===== config.mk =====
export PLATFORM = sky130hd
export DESIGN_NAME = tl_ctrl_seq
export DESIGN_NICKNAME = d
export VERILOG_FILES = /design/src/rtl/tl_pkg.sv /design/src/rtl/tl_timer.sv /design/src/rtl/tl_ctrl_seq.sv
export SDC_FILE = /design/constraint.sdc
export NUM_CORES = 1
export LEC_CHECK = 0
export ABC_AREA = 1
export CORE_ASPECT_RATIO = 1.4
export CORE_MARGIN = 8
export CORE_UTILIZATION = 30
export CTS_CLUSTER_SIZE = 16
export DETAILED_ROUTE_END_ITERATION = 10
export PLACE_DENSITY = 0.53
export SYNTH_ARGS = -nofsm -noshare
export SYNTH_HDL_FRONTEND = slang
export SYNTH_SLANG_ARGS = --single-unit

===== constraint.sdc =====
create_clock -name CLK -period 1.7 [get_ports CLK]
set_input_delay 0.17 -clock CLK [delete_from_list [all_inputs] [get_ports CLK]]
set_output_delay 0.17 -clock CLK [all_outputs]
set_load 0.005 [all_outputs]

===== src/rtl/tl_pkg.sv =====
// Shared types and constants for the highway/farm-road traffic-light controller.
package tl_pkg;

  localparam int unsigned TL_TW    = 4;
  localparam int unsigned TL_SW    = 2;
  localparam int unsigned TL_NLAMP = 6;

  typedef enum logic [TL_SW-1:0] {
    S_HG = 2'd0,
    S_HY = 2'd1,
    S_FG = 2'd2,
    S_FY = 2'd3
  } tl_state_t;

  // Bit positions of the lamps inside the internal lamp vector.
  localparam int unsigned L_HG = 5;
  localparam int unsigned L_HY = 4;
  localparam int unsigned L_HR = 3;
  localparam int unsigned L_FG = 2;
  localparam int unsigned L_FY = 1;
  localparam int unsigned L_FR = 0;

  localparam logic [TL_TW-1:0] TL_TMAX = '1;

endpackage


===== src/rtl/tl_timer.sv =====
// Tick prescaler plus saturating phase timer; zero_i restarts the phase on a tick.
module tl_timer
  import tl_pkg::*;
#(
  parameter int unsigned PRESCALE = 1
) (
  input  logic             clk_i,
  input  logic             rst_ni,
  input  logic             clr_i,
  input  logic             hold_i,
  input  logic             zero_i,
  output logic             tick_c_o,
  output logic [TL_TW-1:0] cnt_o
);

  localparam int unsigned     PW       = (PRESCALE > 1) ? $clog2(PRESCALE) : 1;
  localparam logic [PW-1:0]   PRE_LAST = PW'(PRESCALE - 1);

  logic [PW-1:0]    pre_q, pre_d;
  logic [TL_TW-1:0] cnt_q, cnt_d;

  assign tick_c_o = (pre_q == PRE_LAST);
  assign cnt_o    = cnt_q;

  // Clear beats hold; hold freezes both counters; otherwise advance on ticks.
  always_comb begin
    pre_d = pre_q;
    cnt_d = cnt_q;
    if (clr_i) begin
      pre_d = '0;
      cnt_d = '0;
    end else if (!hold_i) begin
      if (tick_c_o) begin
        pre_d = '0;
        if (zero_i) begin
          cnt_d = '0;
        end else if (cnt_q != TL_TMAX) begin
          cnt_d = cnt_q + TL_TW'(1);
        end
      end else begin
        pre_d = pre_q + PW'(1);
      end
    end
  end

  always_ff @(posedge clk_i or negedge rst_ni) begin
    if (!rst_ni) begin
      pre_q <= '0;
      cnt_q <= '0;
    end else begin
      pre_q <= pre_d;
      cnt_q <= cnt_d;
    end
  end

endmodule


===== src/rtl/tl_ctrl_seq.sv =====
// Traffic-light controller: car-sensor synchronizer, phase FSM and Moore lamp decode.
module tl_ctrl_seq
  import tl_pkg::*;
#(
  parameter int unsigned LONG_TICKS  = 11,
  parameter int unsigned SHORT_TICKS = 3,
  parameter int unsigned PRESCALE    = 1
) (
  input  logic             CLK,
  input  logic             RESETN,
  input  logic             CLR,
  input  logic             TESTL,
  input  logic             CS,
  output logic [TL_TW-1:0] C3_Q,
  output logic [TL_SW-1:0] ST,
  output logic             HG,
  output logic             HY,
  output logic             HR,
  output logic             FG,
  output logic             FY,
  output logic             FR
);

  localparam logic [TL_TW-1:0] LONG_T  = TL_TW'(LONG_TICKS);
  localparam logic [TL_TW-1:0] SHORT_T = TL_TW'(SHORT_TICKS);

  logic [1:0]          sync_q;
  logic                cs_s;
  tl_state_t           state_q, state_d, state_nxt;
  logic                go_c, tick_c, hold_c;
  logic [TL_TW-1:0]    t_q;
  logic [TL_NLAMP-1:0] lamps_c;

  // Sensor synchronizer runs through clear and lamp test alike.
  always_ff @(posedge CLK or negedge RESETN) begin
    if (!RESETN) begin
      sync_q <= '0;
    end else begin
      sync_q <= {sync_q[0], CS};
    end
  end

  assign cs_s   = sync_q[1];
  assign hold_c = ~TESTL;

  tl_timer #(
    .PRESCALE (PRESCALE)
  ) u_timer (
    .clk_i    (CLK),
    .rst_ni   (RESETN),
    .clr_i    (CLR),
    .hold_i   (hold_c),
    .zero_i   (go_c),
    .tick_c_o (tick_c),
    .cnt_o    (t_q)
  );

  always_ff @(posedge CLK or negedge RESETN) begin
    if (!RESETN) begin
      state_q <= S_HG;
    end else begin
      state_q <= state_d;
    end
  end

  // go_c doubles as the timer restart so state and timer move on the same edge.
  always_comb begin
    state_d   = state_q;
    state_nxt = state_q;
    go_c      = 1'b0;
    unique case (state_q)
      S_HG: begin go_c = (t_q >= LONG_T) && cs_s;    state_nxt = S_HY; end
      S_HY: begin go_c = (t_q >= SHORT_T);           state_nxt = S_FG; end
      S_FG: begin go_c = (t_q >= LONG_T) || !cs_s;   state_nxt = S_FY; end
      S_FY: begin go_c = (t_q >= SHORT_T);           state_nxt = S_HG; end
    endcase
    if (CLR) begin
      state_d = S_HG;
    end else if (TESTL && tick_c && go_c) begin
      state_d = state_nxt;
    end
  end

  always_comb begin
    lamps_c = '0;
    unique case (state_q)
      S_HG: begin lamps_c[L_HG] = 1'b1; lamps_c[L_FR] = 1'b1; end
      S_HY: begin lamps_c[L_HY] = 1'b1; lamps_c[L_FR] = 1'b1; end
      S_FG: begin lamps_c[L_HR] = 1'b1; lamps_c[L_FG] = 1'b1; end
      S_FY: begin lamps_c[L_HR] = 1'b1; lamps_c[L_FY] = 1'b1; end
    endcase
    if (!TESTL) begin
      lamps_c = '1;
    end
  end

  assign C3_Q = t_q;
  assign ST   = state_q;
  assign HG   = lamps_c[L_HG];
  assign HY   = lamps_c[L_HY];
  assign HR   = lamps_c[L_HR];
  assign FG   = lamps_c[L_FG];
  assign FY   = lamps_c[L_FY];
  assign FR   = lamps_c[L_FR];

endmodule


==> metrics.md <==
| Metric | Value |
|---|---|
| Outcome | `complete, no violations` |
| First-pass GRT wire length | `2050 µm` |
| Synth Cell Area | `roughly 570 µm²` |
| P_leak | `approximately 0.42 nW` |
| Die H | `between 60 and 70 µm` |
| GRT Total Usage | `7.69%` |
| CTS Sinks | `8` |
| CP Class | `reg -> out` |
| Post-synth top area cell | `dfrtp_1` |
| Reg clk slew, reported paths | `~0.05 ns` |
| Die area | `between 3000 and 4000 µm²` |
| 1st-iter DRT viols | `24` |
| Clk buf depth | `2` |
| Worst-path maximum fanout | `3` |
| Via density | `between 4 and 5` |
| Worst Tran Pin Value | `about 0.36 ns` |
| Drt drc | `0` |
| Fin crit share | `94.9%` |
| Final HPWL from detailed placement | `between 1000 and 1500 µm` |
| Final max-slew violation count | `0` |
| Ys async rst share | `between 90% and 100%` |
| CTS Root Buffer Type | `clkbuf_4` |
| IO Port Bufs | `16` |
| Post-Syn Nets | `a little under 80` |
| Largest delay contributor family on the critical path | `flip-flops` |
| Endpoints failing setup | `0` |
| Worst VDD drop | `0.333 mV` |
| Site row count | `18` |
| Total grt overflow | `0` |
| TritonCTS buffer count | `3` |
| Slowest cell on crit path | `dfrtp_1` |
| Initial DRT Pass Iterations | `4` |
| Min cycle time layout | `~1.6 ns` |
| Register area share after synthesis | `a little over a third` |
| Critical path endpoint category | `output pin` |
| Max_cap viols | `0` |
| Yosys warnings | `0` |
| WP buf/inv | `2` |
| Fin Hold WS | `~0.2 ns` |
| Max incr delay on CP | `0.35 ns` |
| Final TNS setup | `0 ns` |
| Power per Cell Area | `a little under 500 nW/µm²` |
| Most common library cells after synthesis | `nand2_1 (15), nand3_1 (9), dfrtp_1 (8), inv_1 (8), ha_1 (6)` |
| Share of cells above drive strength 1 | `25.5%` |
| P&R area growth vs syn | `47.5%` |
| Critical path depth | `4` |
| Die X | `~53 µm` |
| Number of global-route vias before repair | `a little under 500` |
| FMAX | `around 620 MHz` |
| Seq cells post-synth | `8` |
| Core area | `1780 µm²` |
| Final Power | `a little over 0.4 mW` |
| Netlist cell types | `18` |
| Post-Layout Cell Count | `between 100 and 150` |
| Worst rel slew slack | `76.1%` |
| R2R depth | `9` |
| Final Cell Area | `approximately 840 µm²` |
| Crit start category | `flop` |
| Hold Vio Cnt, Final | `0` |
| Min-Delay Path Class | `in -> async` |
| Nets | `between 100 and 150` |
| Initial core utilization | `31.9%` |
| Clock skew | `approximately 0.00065 ns` |
| Syn Area/Cell | `between 8 and 9 µm²` |
| Most common cell in the netlist | `nand2_1` |
| Initial antenna violation count | `0` |
| Placed cells | `approximately 110` |
| WL/cell | `11.4 µm` |
| Antenna violation net count after detailed routing | `0` |
| H-tree Lvls | `1` |
| Synth top area cells | `dfrtp_1 (35%), ha_1 (13%), nand2_1 (9.9%)` |
| Largest net degree at the start of global routing | `11` |
| Dpl cell area | `just under 800 µm²` |
| TritonCTS clock tree | `built` |
| Crit path arrival time | `1.44 ns` |
| Cells after synthesis | `68` |
| Critical Path RT | `~1.5 ns` |
| Area share of the largest cell type after synthesis | `between 30% and 40%` |
| Worst-Skew Late Latency | `~0.24 ns` |
| Most used DFF post-synth | `dfrtp_1` |
| I/O pins | `17` |
| Total wire length | `~1300 µm` |
| Number of diodes | `0` |
| Vias | `around 520` |
| Final GP Congestion | `around 0.86` |
| Number of synthesized flops with an enable pin | `0` |
| Critical-path cell list | `inv_1 > ha_1 > or2_2 > dlygate4sd2_1` |
| Hold_buf cts | `0` |
| Unrepaired setup endpoints after global routing | `no` |
==> path summary, 6_finish.rpt <==
| path | startpoint | endpoint | slack, ns |
|---|---|---|---|
| min in group CLK | sync_q[0]$_DFF_PN0_ | sync_q[1]$_DFF_PN0_ | 0.35 |
| worst max-delay path | ST[0]$_DFFE_PN0P_ | FG | 0.09 |
| worst min register to register | sync_q[0]$_DFF_PN0_ | sync_q[1]$_DFF_PN0_ | 0.35 |
| max in group asynchronous | RESETN | ST[1]$_DFFE_PN0P_ | 1.24 |
| worst max register to register | u_timer.cnt_o[1]$_DFFE_PN0P_ | u_timer.cnt_o[2]$_DFFE_PN0P_ | 0.16 |
| worst min-delay path | RESETN | u_timer.cnt_o[2]$_DFFE_PN0P_ | 0.20 |
==> kinds of logic (layout without fill, tap and decap cells) <==
logic type,Yosys count,count (layout),share of synthesized area (%)
flip-flops,8,8,35.3
buffers and inverters,10,36,6.62
AO/OA/AOI/OAI,7,7,10.2
AND/OR/NAND/NOR,36,36,33.1
adder cells (fa/ha/maj),6,6,13.2
XOR/XNOR,1,1,1.55
==> worst register-to-register path, stage by stage, from the launching register on <==
cell	delay, ns
dfrtp_1	0.40
ha_1	0.24
nor2_1	0.15
nand2_1	0.08
a21oi_2	0.13
nand2_2	0.10
nand3_4	0.13
nand2_4	0.06
nand3_1	0.07
nand2_1	0.06
==> power by group <==
| group | leakage [nW] | internal (mW) | switching (mW) |
|---|---|---|---|
| combinational | 0.305 | 0.0350 | 0.0305 |
| clock | 0.0138 | 0.0803 | 0.0578 |
| sequential | 0.106 | 0.197 | 0.00438 |
==> flip-flops by register name (all words and copies together), names as in the netlist <==
name / count
ST: 2
sync_q: 2
u_timer.cnt_o: 4
==> layout make-up <==
cell class | instances | area [µm²]
Timing Repair Buffer | 23 | 215
Inverter | 10 | 37.5
Multi-Input combinational cell | 50 | 335
Fill cell | 197 | 943
Tap cell | 20 | 25.0
Clock buffer | 3 | 22.5
Sequential cell | 8 | 200
==> cells in the final DEF, fill, tap and decap left out, types with 2 or more instances in the layout <==
cell / count
nand2_1: 15
clkdlybuf4s50_1: 12
nand3_1: 9
dfrtp_1: 8
inv_1: 7
buf_4: 7
ha_1: 5
nand4_1: 4
or2_2: 3
clkbuf_4: 3
inv_2: 2
nor2_1: 2
a21oi_2: 2
o21ai_2: 2
a21oi_1: 2
dlymetal6s2s_1: 2
dlygate4sd2_1: 2
==> metrics by stage <==
step | util, % | worst slack, ns
2_1_floorplan | - | 0.226
3_3_place_gp | 44.0 | 0.0588
3_5_place_dp | 44.0 | 0.0556
4_1_cts | 45.9 | 0.0000848
5_1_grt | 47.0 | 0.00657
6_report | 47.0 | 0.0873
==> timing repair <==
action | CTS | global route
buffers inserted | 2 | 1
gates resized for setup | 3 | 4
setup endpoints to repair | 3 | 8
==> per-layer routing <==
layer  track usage (%)  wire (µm)  vias up
met5                 0          0        -
met3              1.98         55        0
li1                  -          -      279
met4              4.87          0        0
met2              11.8        604       13
met1              9.26        638      226
No activity file was read; power rests on OpenSTA's default activity.
